`src/rtl/xm_mem_pkg.sv`:
```
// ============================================================================
// Module  : xm_mem_pkg
// Brief   : Shared types and constants for the XM memory bus controller.
// Revision: 1.0
// ============================================================================
`default_nettype none

package xm_mem_pkg;

    typedef enum logic [1:0] {
        IDLE = 2'd0,
        WAIT = 2'd1,
        DONE = 2'd2
    } xm_state_e;

    localparam logic [1:0] BE_WORD = 2'b11;
    localparam logic [1:0] BE_LO   = 2'b01;
    localparam logic [1:0] BE_HI   = 2'b10;

    localparam int unsigned WORD_DEFAULT    = 16;
    localparam int unsigned TIMEOUT_DEFAULT = 64;

endpackage

`default_nettype wire

```
`src/rtl/xm_byte_lane.sv`:
```
// ============================================================================
// Module  : xm_byte_lane
// Brief   : Byte-enable generation, store replication and load lane extraction.
// Revision: 1.0
// ============================================================================
`default_nettype none

module xm_byte_lane
    import xm_mem_pkg::*;
#(
    parameter int unsigned WORD = WORD_DEFAULT
) (
    input  logic            i_st_byte,
    input  logic            i_st_addr0,
    input  logic [WORD-1:0] i_st_wdata,
    output logic [1:0]      o_be,
    output logic [WORD-1:0] o_wdata,
    input  logic            i_ld_byte,
    input  logic            i_ld_addr0,
    input  logic [WORD-1:0] i_ld_rdata,
    output logic [WORD-1:0] o_rdata
);

    logic [7:0] w_ld_lane;

    always_comb begin
        if (!i_st_byte) begin
            o_be = BE_WORD;
        end else if (i_st_addr0) begin
            o_be = BE_HI;
        end else begin
            o_be = BE_LO;
        end
    end

    // Byte stores drive the same byte on both lanes; the enables pick the target.
    assign o_wdata   = i_st_byte ? {(WORD/8){i_st_wdata[7:0]}} : i_st_wdata;

    assign w_ld_lane = i_ld_addr0 ? i_ld_rdata[15:8] : i_ld_rdata[7:0];
    assign o_rdata   = i_ld_byte ? {{(WORD-8){1'b0}}, w_ld_lane} : i_ld_rdata;

endmodule

`default_nettype wire

```
`src/rtl/xm_mem_bus_ctrl.sv`:
```
// ============================================================================
// Module  : xm_mem_bus_ctrl
// Brief   : Single-outstanding req/ack memory access sequencer with byte steering.
//           Optional WAIT timeout abort enabled by macro XM_MEM_TIMEOUT_EN.
// Revision: 1.0
// ============================================================================
`default_nettype none

module xm_mem_bus_ctrl
    import xm_mem_pkg::*;
#(
    parameter int unsigned WORD    = WORD_DEFAULT,
    parameter int unsigned TIMEOUT = TIMEOUT_DEFAULT
) (
    input  logic            clk_i,
    input  logic            arst_i,
    input  logic            memEn_i,
    input  logic            memRW_i,
    input  logic            byteOp_i,
    input  logic [WORD-1:0] addr_i,
    input  logic [WORD-1:0] wrData_i,
    output logic            memBusy_o,
    output logic [WORD-1:0] rdData_o,
    output logic            memFault_o,
    output logic            busReq_o,
    output logic            busWe_o,
    output logic [WORD-1:0] busAddr_o,
    output logic [1:0]      busBe_o,
    output logic [WORD-1:0] busWData_o,
    input  logic            busAck_i,
    input  logic [WORD-1:0] busRData_i
);

    xm_state_e       r_state;
    xm_state_e       w_next;
    logic            w_busy;
    logic            w_accept;
    logic            w_ack;
    logic            w_tmo;

    logic            r_we;
    logic            r_byte;
    logic            r_addr0;
    logic [WORD-1:0] r_addr;
    logic [1:0]      r_be;
    logic [WORD-1:0] r_bwdata;
    logic [WORD-1:0] r_rdata;
    logic            r_fault;

    logic [1:0]      w_st_be;
    logic [WORD-1:0] w_st_wdata;
    logic [WORD-1:0] w_ld_data;

    assign w_accept = (r_state == IDLE) && memEn_i;
    assign w_ack    = (r_state == WAIT) && busAck_i;

    xm_byte_lane #(
        .WORD       (WORD)
    ) u_lane (
        .i_st_byte  (byteOp_i),
        .i_st_addr0 (addr_i[0]),
        .i_st_wdata (wrData_i),
        .o_be       (w_st_be),
        .o_wdata    (w_st_wdata),
        .i_ld_byte  (r_byte),
        .i_ld_addr0 (r_addr0),
        .i_ld_rdata (busRData_i),
        .o_rdata    (w_ld_data)
    );

`ifdef XM_MEM_TIMEOUT_EN
    localparam int unsigned c_CNT_W = $clog2(TIMEOUT) + 1;
    logic [c_CNT_W-1:0] r_cnt;

    always_ff @(posedge clk_i or negedge arst_i) begin
        if (!arst_i) begin
            r_cnt <= '0;
        end else if (w_accept) begin
            r_cnt <= '0;
        end else if (r_state == WAIT) begin
            r_cnt <= r_cnt + 1'b1;
        end
    end

    // An ack on the expiry edge completes normally.
    assign w_tmo = (r_state == WAIT) && !busAck_i && (r_cnt == c_CNT_W'(TIMEOUT - 1));
`else
    assign w_tmo = 1'b0;
`endif

    always_ff @(posedge clk_i or negedge arst_i) begin
        if (!arst_i) begin
            r_state <= IDLE;
        end else begin
            r_state <= w_next;
        end
    end

    always_comb begin
        w_next = r_state;
        w_busy = 1'b0;
        case (r_state)
            IDLE: begin
                w_busy = memEn_i;
                if (memEn_i) begin
                    w_next = WAIT;
                end
            end
            WAIT: begin
                w_busy = 1'b1;
                if (busAck_i || w_tmo) begin
                    w_next = DONE;
                end
            end
            DONE: begin
                w_next = IDLE;
            end
            default: begin
                w_next = IDLE;
            end
        endcase
    end

    always_ff @(posedge clk_i or negedge arst_i) begin
        if (!arst_i) begin
            r_we     <= 1'b0;
            r_byte   <= 1'b0;
            r_addr0  <= 1'b0;
            r_addr   <= '0;
            r_be     <= '0;
            r_bwdata <= '0;
        end else if (w_accept) begin
            r_we     <= memRW_i;
            r_byte   <= byteOp_i;
            r_addr0  <= addr_i[0];
            r_addr   <= {addr_i[WORD-1:1], 1'b0};
            r_be     <= w_st_be;
            r_bwdata <= w_st_wdata;
        end
    end

    always_ff @(posedge clk_i or negedge arst_i) begin
        if (!arst_i) begin
            r_rdata <= '0;
            r_fault <= 1'b0;
        end else begin
            r_fault <= w_tmo;
            if (w_tmo) begin
                r_rdata <= '1;
            end else if (w_ack && !r_we) begin
                r_rdata <= w_ld_data;
            end
        end
    end

    assign memBusy_o  = w_busy;
    assign rdData_o   = r_rdata;
    assign memFault_o = r_fault;
    assign busReq_o   = (r_state == WAIT);
    assign busWe_o    = r_we;
    assign busAddr_o  = r_addr;
    assign busBe_o    = r_be;
    assign busWData_o = r_bwdata;

endmodule

`default_nettype wire

```
`config.mk`:
```
export PLATFORM = sky130hd
export DESIGN_NAME = xm_mem_bus_ctrl
export DESIGN_NICKNAME = d
export VERILOG_FILES = /design/src/rtl/xm_mem_pkg.sv /design/src/rtl/xm_byte_lane.sv /design/src/rtl/xm_mem_bus_ctrl.sv
export SDC_FILE = /design/constraint.sdc
export NUM_CORES = 1
export LEC_CHECK = 0
export CORE_ASPECT_RATIO = 2
export CORE_MARGIN = 10
export CORE_UTILIZATION = 23
export DETAILED_ROUTE_END_ITERATION = 10
export PLACE_DENSITY_LB_ADDON = 0.05
export RECOVER_POWER = 50
export SLEW_MARGIN = 20
export SYNTH_ARGS = -nofsm -noshare
export SYNTH_HDL_FRONTEND = slang
export SYNTH_HIERARCHICAL = 1
export SYNTH_SLANG_ARGS = --single-unit
export TNS_END_PERCENT = 100
```
`constraint.sdc`:
```
create_clock -name clk_i -period 1.3 [get_ports clk_i]
set_input_delay 0.26 -clock clk_i [delete_from_list [all_inputs] [get_ports clk_i]]
set_output_delay 0.26 -clock clk_i [all_outputs]
set_load 0.005 [all_outputs]
```
* Word-level counts from Yosys, hierarchy flattened
Index checks and enable logic that the tools add are counted.
** Operators by class
- $add $sub $neg :: 0
- Multipliers :: 0
- Div/mod/pow operators :: 0
- $lt $le $gt $ge :: 0
- Equal/unequal tests :: 3
- Shifts and indexed selects :: 0
- Muxes and demuxes :: 9
- Bitwise logic cells :: 0
- Reductions and logical operators :: 6
** Operators by type and width (count)
- 16-bit 2-to-1 mux :: 2
- 2-bit 2-to-1 mux :: 4
- 8-bit 2-to-1 mux :: 1
- 2-bit one-hot mux with 2 select lines :: 1
- 1-bit logical AND :: 3
- 2-bit by 1-bit equality test with 1-bit output (second input constant) :: 1
- 2-bit logical NOT :: 1
- 2-bit by 1-bit inequality test with 1-bit output (second input constant) :: 1
- 2-bit inequality test (second input constant) :: 1
- 1-bit one-hot mux with 2 select lines :: 1
- 2-bit AND reduction :: 1
- 1-bit logical NOT :: 1
** Word-level totals
- Bits in registers :: 54
- Latch bits :: 0
- Memory bits (writable) :: 0
- ROM bits :: 0
- Output and inout port bits :: 54
- Word-level logic and storage cells :: 26
- Memories :: 0

* Logic depth before layout (Yosys ltp)
- Depth in word-level cells :: 3
- Mapped depth :: 4
- Gate-level depth less buffers :: 3

* Cells and area by module
Netlist, hierarchy kept.
** Modules (own cells, without submodules)
- xm_mem_bus_ctrl :: instances 1, cells an instance 124, area an instance 2125.8 um2, seq. area each 1351.3 um2
- xm_byte_lane :: instances 1, cells an instance 36, area an instance 336.6 um2, seq. area each 0.0 um2

* Worst setup path before layout
Ideal clock, no wire load.
- Kind :: flip-flop to flip-flop
- Start point :: reg r_state[1]
- End point :: reg r_addr[10], in the netlist busAddr_o[10]
- Data arrival time :: 1226 ps
- Data required time :: 1175 ps
- Setup slack :: -51 ps
- Cell stages (with the launch flop) :: 5
- Clock period less this slack :: 1351 ps
- Cell sequence :: dfrtp_1 -> nor3b_1 -> buf_4 -> buf_6 -> mux2_2
** Between the ends
- Longest elaborated chain between the ends :: 2
** RTL lines
- start, declared :: line xm_mem_bus_ctrl.sv:34 : xm_state_e r_state;
- start signal, assigned :: line xm_mem_bus_ctrl.sv:95 : r_state <= w_next;
- 2-bit logical NOT :: line xm_mem_bus_ctrl.sv:54 : assign w_accept = (r_state == IDLE) && memEn_i;
- 1-bit logical AND :: line xm_mem_bus_ctrl.sv:54
- end signal, assigned :: line xm_mem_bus_ctrl.sv:136 : r_addr <= {addr_i[WORD-1:1], 1'b0};
- end, declared :: line xm_mem_bus_ctrl.sv:44 : logic [WORD-1:0] r_addr;
No other way between the ends.
A chain may end at the register's enable or synchronous reset.

* Worst setup path in the final report
- Start point :: reg r_state[0]
- End point :: reg r_addr[1], in the netlist busAddr_o[1]
Same word-level chain as after synthesis.

==> impl_metrics.tcl <==
set metrics [dict create \
    required_ns 1.48 \
    row_count 53 \
    area_growth_pct 64.68 \
    grt_pass1_wl_um 11230 \
    synthesis.area_sq_um 2462 \
    period_needed_ns 1.451 \
    cts_buffers 5 \
    worstSetupPathType "flip-flop to flip-flop" \
    avgSynthCellArea_sq_um 15.39 \
    die_area_sq_um 15500 \
    grt_use_total_pct 9.341 \
    overflow 0 \
    dpl.cell_count 396 \
    final_cells 415 \
    fmax_mhz 689.3 \
    rsz0062_at_grt "true" \
    dr.pass1.iters 3 \
    vias 1707 \
    drv_slew 0 \
    num-nets-final 331 \
    drc 0 \
    min_path_type "input pin to flip-flop" \
    power.density_nw_per_um2 1807 \
    cp_slowest_cell "dfrtp_2" \
    cts_tree "yes" \
    setup_slack_ns -0.1507 \
    yosysUniqueCellTypes 17 \
    routed_via_density 4.113 \
    die_h_um 166.3 \
    leakage_nw 1.852 \
    fin_tns_setup_ns -6.647 \
    whs_ns 0.4101 \
    fin_skew_ns 0.004408 \
    core_sq_um 10480 \
    grt_pass1_vias 1839 \
    drtIter0Drc 43 \
    gp_routability_congestion 0.6820 \
    maxCapViolations 0 \
    top_level_ports 108 \
    preCtsSetupSlack_ns -0.4769 \
    tightest_slew_ns 0.5369 \
    layout-drive-gt1-share_pct 41.01 \
    worst-r2r-setup-slack_ns -0.15 \
    worstPathMaxFanout 8 \
    netlist_instances 160 \
    slew_headroom_pct 64.21 \
    start_util_pct 23.50 \
    dpl-instance-area_sq_um 3679 \
    ys_seq_area_share_pct 54.88 \
    clkSinkCount 54 \
    place_hpwl_um 5372 \
    grt_max_degree 55 \
    finalInstanceArea_sq_um 4055 \
    ant_nets 0 \
    die_x_um 93.17 \
    crit_arrival_ns 1.63 \
    status "complete, but fails checks" \
    clk_latency_ns 0.29 \
    path_cells "nor3b_4 > buf_12 > clkbuf_16 > mux2_4" \
    power.total_mw 7.327 \
    setup_viol 54 \
    clk_path_buf_depth 2 \
    drt-total-wl_um 7836 \
    end_kind "flip-flop" \
    layout_worst_path_cycle_share_pct 111.6 \
    yosysWarnings 6 \
    clk_pin_slew_worst_paths_ns 0.07 \
    violations "setup timing" \
    critPathLaunchType "flip-flop" \
    critPathMaxStageDelay_ns 0.45 \
    synth-seq-cells 54 \
    cts-root-buf "clkbuf_16" \
    antenna_found_initial 0 \
    antenna_cells 0 \
    htreeDepth 2 \
    hold_violations 0 \
    ir_drop_v 0.0007745 \
    wl_per_cell_um 18.88 \
    port-buffer-count 105 \
    final_util_pct 38.70 \
]
-- sequential cells by signal, indices dropped and copies added (netlist names) --
name	count
busWe_o	1
r_byte	1
r_state	2
rdData_o	16
r_addr0	1
busBe_o	2
busAddr_o	15
busWData_o	16
-- cells by family after synthesis --
logic type             Yosys count  share of synthesized area (%)
and+or+nand+nor                 19                          5.946
DFF                             54                          54.88
AOI/OAI and AO/OA                1                         0.2031
buffers and inverters           17                          6.199
muxes                           68                          32.62
other                            1                         0.1523
-- path summary, 6_finish.rpt --
| kind | from | end | cells after the start |
|---|---|---|---|
| max in group asynchronous | arst_i | r_state[1] | 3 |
| min | memEn_i | r_state[0] | 3 |
| max | r_state[0] | busAddr_o[1] | 4 |
| min reg2reg | busAddr_o[2] | busAddr_o[2] | 1 |
| min in group asynchronous | arst_i | rdData_o[2] | 3 |
| max reg2reg | r_state[0] | busAddr_o[1] | 4 |
-- worst max-delay path, delay by kind of cell (launching register included) --
family                 cells  cell delay, ns
flip-flops                 1            0.45
AND/OR/NAND/NOR            1            0.23
buffers and inverters      2            0.35
multiplexers               1            0.29
-- cell usage after synthesis --
library cell	instances	area, sq um
mux2_2	58	653.1
dfrtp_1	54	1351
buf_4	11	82.58
mux2_4	10	150.1
and2b_2	9	78.83
buf_6	4	45.04
nand2b_1	3	18.77
nor2_1	2	7.510
a21oi_1	1	5.000
and2_1	1	6.260
and4bb_1	1	12.51
buf_12	1	20.02
buf_2	1	5.000
conb_1	1	3.750
nand2_1	1	3.750
nand2_4	1	11.26
nor3b_1	1	7.510
-- per-layer routing --
| metal | vias to the layer above | track usage [%] | share of wire (%) |
|---|---|---|---|
| li1 | 778 | - | - |
| met1 | 856 | 9.222 | 35 |
| met2 | 65 | 17.01 | 56 |
| met3 | 8 | 3.531 | 6.7 |
| met4 | 0 | 3.239 | 2.3 |
| met5 | - | 0 | 0 |
-- cell type report --
type                    instances  area, sq um
multi-input cells              90         1096
repair buffers                126         1286
clock inverters                 1        5.005
well taps                     137        171.4
clock buffers                   7        142.6
fillers                      1051         6422
flip-flops and latches         54         1354
-- cell usage in the layout, fill, tap and decap left out --
cell and instances:
buf_16 1, nor2_1 1, dfrtp_2 2, dfrtp_1 52, dlygate4sd2_1 50, buf_6 4
clkbuf_1 1, nor3b_4 1, a21oi_1 1, nor2_2 1, mux2_2 26, nand2_1 1
clkbuf_16 9, nand2_4 1, buf_12 4, clkinv_2 1, dlygate4sd3_1 1, and2_1 1
conb_1 2, nand2b_1 3, buf_2 2, clkbuf_8 1, and2b_2 9, clkdlybuf4s50_1 51
mux2_4 42, buf_4 8, and4bb_2 1, clkbuf_2 1
-- what timing repair did --
action / 4_1_cts / 5_1_grt
pin swaps: 2 / 1
gates cloned: 0 / 7
hold endpoints to repair: 54 / 0
setup endpoints to repair: 104 / 55
hold buffers: 1 / 0
gates resized for setup: 64 / 34
setup buffers: 1 / 2
-- power breakdown --
part	internal [mW]	switching [mW]
logic	2.16	1.05
registers	2.38	0.363
clock network	0.766	0.611
total	5.30	2.03
Note: power is estimated with default switching activity, not from simulation.
